### config.mk
export PLATFORM = sky130hd
export DESIGN_NAME = sha_digest_axis_tx
export DESIGN_NICKNAME = d
export VERILOG_FILES = /design/src/rtl/sha_digest_axis_tx.sv
export SDC_FILE = /design/constraint.sdc
export NUM_CORES = 1
export LEC_CHECK = 0
export ABC_AREA = 1
export CAP_MARGIN = 0
export CORE_AREA = 2 2 649 651
export DETAILED_ROUTE_END_ITERATION = 8
export DIE_AREA = 0 0 651 653
export SYNTH_ARGS = -nofsm -noshare
export SYNTH_HDL_FRONTEND = slang
export SYNTH_SLANG_ARGS = --single-unit
### constraint.sdc
create_clock -name ACLK -period 2.1 [get_ports ACLK]
set_clock_uncertainty 0.2 [all_clocks]
set_input_delay 0.42 -clock ACLK [delete_from_list [all_inputs] [get_ports ACLK]]
set_output_delay 0.42 -clock ACLK [all_outputs]
set_load 0.02 [all_outputs]
### src/rtl/sha_digest_axis_tx.sv
// sha_digest_axis_tx
//
// AXI-Stream master on the output side of the SHA3 core. When the Keccak
// permutation reports a finished state (Din_valid), the low 512 bits of the
// state are captured together with the digest mode and a stream ID. The
// truncated digest (224/256/384/512 bits) is then sent as DATA_WIDTH-bit
// beats. Lane 0 goes first, and each lane is little-endian. TLAST marks the
// final beat.
//
// Ports
//   ACLK       in   clock, rising edge
//   ARESET     in   synchronous active-high reset
//   Din        in   1600-bit Keccak state (lane i at Din[64*i +: 64])
//   Din_valid  in   one-cycle pulse, Din holds a finished state
//   Mode       in   digest select: 0=224, 1=256, 2=384, 3=512
//   ID         in   stream ID captured with the digest
//   Busy       out  a digest is held or being sent
//   Overrun    out  sticky: a Din_valid pulse was dropped
//   TVALID     out  AXI-S valid
//   TREADY     in   AXI-S ready
//   TDATA      out  beat data
//   TKEEP      out  byte enables (partial only on a short final beat)
//   TLAST      out  final beat of the digest
//   TUSER      out  captured Mode
//   TID        out  captured ID
//
// State | meaning
// ------+-----------------------------------------------------------
// IDLE  | nothing held; the next Din_valid captures a digest
// SEND  | digest held; beats are offered until the TLAST beat transfers
module sha_digest_axis_tx #(
    parameter int DATA_WIDTH = 16,
    parameter int ID_WIDTH   = 8
) (
    input  logic                    ACLK,
    input  logic                    ARESET,
    input  logic [1599:0]           Din,
    input  logic                    Din_valid,
    input  logic [1:0]              Mode,
    input  logic [ID_WIDTH-1:0]     ID,
    output logic                    Busy,
    output logic                    Overrun,
    output logic                    TVALID,
    input  logic                    TREADY,
    output logic [DATA_WIDTH-1:0]   TDATA,
    output logic [DATA_WIDTH/8-1:0] TKEEP,
    output logic                    TLAST,
    output logic [1:0]              TUSER,
    output logic [ID_WIDTH-1:0]     TID
);

    localparam int KEEP_W    = DATA_WIDTH / 8;
    localparam int NUM_WORDS = 512 / DATA_WIDTH;
    localparam int IDX_W     = $clog2(NUM_WORDS);

    // Index of the final beat for each mode; round up so a 224-bit digest on
    // a 64-bit bus still gets its trailing half-beat.
    localparam logic [4:0] LAST_224 = 5'(((224 + DATA_WIDTH - 1) / DATA_WIDTH) - 1);
    localparam logic [4:0] LAST_256 = 5'((256 / DATA_WIDTH) - 1);
    localparam logic [4:0] LAST_384 = 5'((384 / DATA_WIDTH) - 1);
    localparam logic [4:0] LAST_512 = 5'((512 / DATA_WIDTH) - 1);

    // The other digest sizes divide every legal width, so only the 224-bit
    // digest can end on a partial beat.
    localparam int REM_224 = 224 % DATA_WIDTH;
    localparam logic [KEEP_W-1:0] KEEP_ALL = {KEEP_W{1'b1}};
    localparam logic [KEEP_W-1:0] KEEP_224_LAST =
        (REM_224 == 0) ? KEEP_ALL : KEEP_W'((64'd1 << (REM_224 / 8)) - 64'd1);

    typedef enum logic {
        IDLE = 1'b0,
        SEND = 1'b1
    } state_t;

    state_t                state_q, state_d;
    logic [4:0]            cnt_q, cnt_d;
    logic [511:0]          buf_q;
    logic [1:0]            mode_q;
    logic [ID_WIDTH-1:0]   id_q;
    logic                  ovr_q, ovr_d;
    logic                  capture;

    logic [4:0]            last_idx;
    logic                  is_last;
    logic                  xfer;
    logic [DATA_WIDTH-1:0] words [NUM_WORDS];

    // Bits above 511 are never part of any supported digest.
    logic unused_din_hi;
    assign unused_din_hi = ^Din[1599:512];

    for (genvar w = 0; w < NUM_WORDS; w++) begin : g_words
        assign words[w] = buf_q[w*DATA_WIDTH +: DATA_WIDTH];
    end

    always_comb begin
        last_idx = LAST_224;
        case (mode_q)
            2'd0:    last_idx = LAST_224;
            2'd1:    last_idx = LAST_256;
            2'd2:    last_idx = LAST_384;
            default: last_idx = LAST_512;
        endcase
    end

    assign is_last = (cnt_q == last_idx);
    assign xfer    = TVALID && TREADY;

    always_comb begin
        state_d = state_q;
        cnt_d   = cnt_q;
        ovr_d   = ovr_q;
        capture = 1'b0;
        case (state_q)
            IDLE: begin
                if (Din_valid) begin
                    capture = 1'b1;
                    cnt_d   = 5'd0;
                    state_d = SEND;
                end
            end
            SEND: begin
                if (xfer) begin
                    if (is_last) begin
                        cnt_d = 5'd0;
                        // A state arriving on the closing beat is taken
                        // directly, so the stream runs back-to-back.
                        if (Din_valid) begin
                            capture = 1'b1;
                        end else begin
                            state_d = IDLE;
                        end
                    end else begin
                        cnt_d = cnt_q + 5'd1;
                    end
                end
                if (Din_valid && !(xfer && is_last)) begin
                    ovr_d = 1'b1;
                end
            end
            default: state_d = IDLE;
        endcase
    end

    always_ff @(posedge ACLK) begin
        if (ARESET) begin
            state_q <= IDLE;
            cnt_q   <= 5'd0;
            buf_q   <= '0;
            mode_q  <= 2'd0;
            id_q    <= '0;
            ovr_q   <= 1'b0;
        end else begin
            state_q <= state_d;
            cnt_q   <= cnt_d;
            ovr_q   <= ovr_d;
            if (capture) begin
                buf_q  <= Din[511:0];
                mode_q <= Mode;
                id_q   <= ID;
            end
        end
    end

    assign TVALID  = (state_q == SEND);
    assign Busy    = (state_q == SEND);
    assign Overrun = ovr_q;
    assign TDATA   = words[cnt_q[IDX_W-1:0]];
    assign TLAST   = TVALID && is_last;
    assign TUSER   = mode_q;
    assign TID     = id_q;

    always_comb begin
        TKEEP = '0;
        if (TVALID) begin
            TKEEP = (is_last && (mode_q == 2'd0)) ? KEEP_224_LAST : KEEP_ALL;
        end
    end

endmodule
## Word level (Yosys, flattened, before mapping)

Cells that the tools add are included.

| word-level totals | value |
|---|---|
| register bits | 529 |
| logic and storage cells | 39 |
| output and inout port bits | 32 |
| bits of input ports | 1,614 |

| cells by class | value |
|---|---|
| order comparisons | 1 |
| bitwise gates (word level) | 2 |
| multiplexer cells | 16 |
| reductions and logical operators | 8 |
| $add $sub $neg | 1 |
| equal/unequal tests | 5 |

Operator list:

| cell | count |
|---|---|
| $bmux 16 s5 | 1 |
| $mux 16 | 2 |
| $mux 5 | 3 |
| $pmux 5 s3 | 1 |
| $pmux 5 s2 | 1 |
| $ge 6x6->1 const B | 1 |
| $not 5->6 | 1 |
| $add 5x1->5 const B | 1 |
| $eq 5x5->1 | 1 |
| $mux 1 | 5 |
| $logic_and 1x1->1 | 4 |
| $pmux 1 s2 | 2 |
| $reduce_and 2->1 | 2 |
| $eq 2x1->1 const B | 1 |
| $eq 2x2->1 const B | 1 |
| $logic_not 2->1 | 1 |
| $mux 2 | 1 |
| $ne 2x1->1 const B | 1 |
| $ne 2x2->1 const B | 1 |
| $logic_not 1->1 | 1 |
| $not 1->1 | 1 |

## Depth between registers and ports, before layout

| depth | value |
|---|---|
| word-level depth | 7 |
| depth in mapped cells | 13 |
| mapped depth without buffers | 10 |

## Worst setup path before layout

OpenSTA, ideal clock, no wires.

| timing path | value |
|---|---|
| kind | register to output |
| start | reg cnt_q[1] |
| end | out TDATA[14] |
| stages on the path, launching flop included | 14 |
| data required time | 1,480 ps |
| data arrival time | 1,682 ps |
| buffers on the path | 4 |
| setup slack | -202 ps |
| cells stage by stage | dfxtp_1 > buf_2 > inv_1 > buf_2 > buf_2 > clkbuf_1 > a21oi_1 > o21ai_0 > nand3_1 > nand2_1 > nand2_1 > nand2_1 > nand2_1 > nand2_1 |

| on the way | value |
|---|---|
| longest elaborated chain between the ends | 4 |

Ends and longest elaborated chain:

| item | line | source |
|---|---|---|
| from (decl) | 76 | `logic [4:0] cnt_q, cnt_d;` |
| from (signal assigned) | 155 | `cnt_q <= cnt_d;` |
| $not 5->6 (implied by the code) | 168 | `assign TDATA = words[cnt_q[IDX_W-1:0]];` |
| $bmux 16 s5 | 168 |  |
| $mux 16 (implied by the code) (2 in series) | 168 |  |
| to (decl) | 45 | `output logic [DATA_WIDTH-1:0] TDATA,` |

No other way between the ends. The select of a mux whose other input is x is not followed.

## Worst setup path after layout

| timing path | value |
|---|---|
| start | reg cnt_q[0] |
| end | out TDATA[14] |

The elaborated chain is that of the path after synthesis.

==> metrics.txt <==
Top delay family on crit path buffers and inverters; Pleak 22.7 nW; layout cells sized above 1 27.5%; hold path cells 3; initial core utilization 6.65%; Post-Syn Instances 4462; met3 routed WL 20.6 mm; Slew @ Worst Pin 0.616 ns; Slowest-stage cell, CP o21ai_0; Slew headroom 58.8%; total power 32.0 mW; commonest non-fill, non-tap cell in the layout nand2_1; Levels on crit path 11; register area share after synthesis 38.1%; worst IR drop on VDD 491 uV; clk_lat worst skew 0.67 ns; Worst Slack Setup Final -1.34 ns; max cap viols 0; TritonCTS Buffers 68; WHS 0.134 ns; met2 routed WL 84.0 mm; Synth warnings 0; Yosys reg bits 529; Req. time, crit path 1.48 ns; via count 35000; wl on met1 89.7 mm; Placer Congestion 0.915; core area 0.418 mm2; Final Cycle Share 164%; Crit. End Element primary output; post-synthesis cell type count 20; Setup crit start kind register; 1st-pass router iterations 6; Buf/Inv on CP 4; most frequent cells in the layout nand2_1 (658), clkdlybuf4s50_1 (536), inv_1 (527); mean post-synth cell area 6.24 um2; wire per inst 18.6 um; Slew Limit Fails 0; number of global-route vias before repair 30400; antenna violations before repair 81; FMAX 0.291 GHz; CP Class register to primary output; DR top layer met5; port bufs 557; Worst EP arrival 2.82 ns; Post-Syn Area 0.0278 mm2; worst slack, placed -1.77 ns; Worst path most repeated cell nand2_1; clock buffer depth 3; NumNets Final 7072; largest net degree at the start of global routing 73; Post-Route WL 206 mm; root buffer cell clkbuf_16; Die ar. 0.425 mm2; Worst path max stage delay 0.51 ns; num rows 238; Synth Net Count 6077; hold buffers post-CTS 0; worst hold path class primary input to register; CTS tree built; via/cell ratio 3.17; status finished with violations; Sink Count 529; number of hold violations in the final report 0; die width 651 um; DP Wirelength 152 mm; Final min period 3.44 ns; H-Tree Depth 3; Crit Path Max Fanout 32; All-Layer GR Usage 8.39%; Top Ports 1646; residual DRC count 0; Power Density 582 mW/mm2; Clock transition at path regs 0.07 ns; Util after Layout 13.1%; Setup-failing EPs final 555; ANT nets after route 0; gr ovfl total 0; Syn-to-layout area delta 97.3%; failing checks negative setup slack; 1st-iter DRT viols 3805; path depth of the worst reg2reg path 18; RSZ-0062 raised after global routing true; first-pass GRT wire length 249 mm; cells along the critical path buf_12 > buf_16 > buf_6 > o21ai_0 > nand3_1 > nand2_1 > nand2_1 > nand2_1 > nand2_2 > nand2_8 > buf_6; Die H 653 um
## cell usage after synthesis
master / n / area, um2
a211oi_1: 1 / 7.51
o21ai_0: 243 / 1220
clkinv_1: 2 / 7.51
nand4_1: 1 / 6.26
buf_6: 22 / 248
dfxtp_1: 529 / 10600
inv_2: 5 / 18.8
buf_4: 5 / 37.5
buf_1: 91 / 342
buf_2: 123 / 616
a21oi_1: 768 / 3840
a31oi_1: 1 / 6.26
clkbuf_1: 160 / 601
nand2_1: 781 / 2930
nor2_2: 1 / 6.26
nor2_1: 527 / 1980
nand3_1: 672 / 3360
xor2_1: 1 / 8.76
inv_1: 528 / 1980
ha_1: 1 / 12.5
## kinds of logic (layout without fill, tap and decap cells)
kind of cell	count (synthesis)	count (layout)	share of synthesized area (%)
buf+inv	936	1984	13.8
other cells	0	22	0
simple gates	1982	1982	29.8
xor+xnor	1	1	0.0315
compound gates	1013	1013	18.2
flops	529	529	38.1
fa+ha+maj	1	1	0.0450
## report_power, final
part           switching, mW  total (mW)  internal [mW]
logic                   4.06        7.63           3.57
registers              0.501        11.3           10.8
clock network           5.66        13.0           7.35
total                   10.2        32.0           21.8
## routing by layer
metal | global-route usage [%] | vias to the layer above
li1 | - | 16400
met4 | 3.74 | 50
met3 | 2.46 | 395
met2 | 12.0 | 1762
met1 | 11.5 | 16400
met5 | 0 | -
## final cells by class
cell class / instances / area [um2]
tap: 5520 / 6910
fill: 47500 / 363000
sequential: 529 / 10600
inverter: 535 / 2040
clock inverter: 38 / 524
antenna: 22 / 55.1
timing repair buffer: 1326 / 15800
clock buffer: 85 / 1880
multi-input combinational: 2997 / 17100
## repair_timing
item | 4_1_cts | 5_1_grt
gates cloned | 11 | 103
setup buffers | 30 | 51
resized for setup | 358 | 847
pin swaps | 34 | 215
endpoints found under the setup margin | 557 | 555
## worst paths after layout
kind / end / slack, ns / start
setup / recovery: TDATA[14] / -1.34 / cnt_q[0]
hold / removal: TID[6] / 0.13 / ID[6]
setup reg to reg: buf_q[172] / -0.96 / cnt_q[0]
hold reg to reg: Overrun / 0.26 / Overrun
## sequential cells by signal (all words and copies together), names as in the netlist
name,cells
TUSER,2
TID,8
cnt_q,5
Busy,1
buf_q,512
Overrun,1
## worst reg2reg max path, delay by kind of cell, from the launching register on
kind,cells,cell delay [ns]
buffers and inverters,12,1.65
AND/OR/NAND/NOR,5,0.53
flip-flops,1,0.40
AO/OA/AOI/OAI,1,0.22
## metrics by stage
| step | TNS [ns] | std cells | instance area (um2) |
|---|---|---|---|
| after floorplan | 0 | 4462 | 27900 |
| after global placement | -409.97 | 10700 | 44500 |
| after detailed placement | -414.63 | 10700 | 44500 |
| after CTS | -297.19 | 10900 | 48600 |
| after global routing | -533.51 | 11000 | 54900 |
| final | -459.53 | 11100 | 54900 |
No activity file was read; power rests on OpenSTA's default activity.
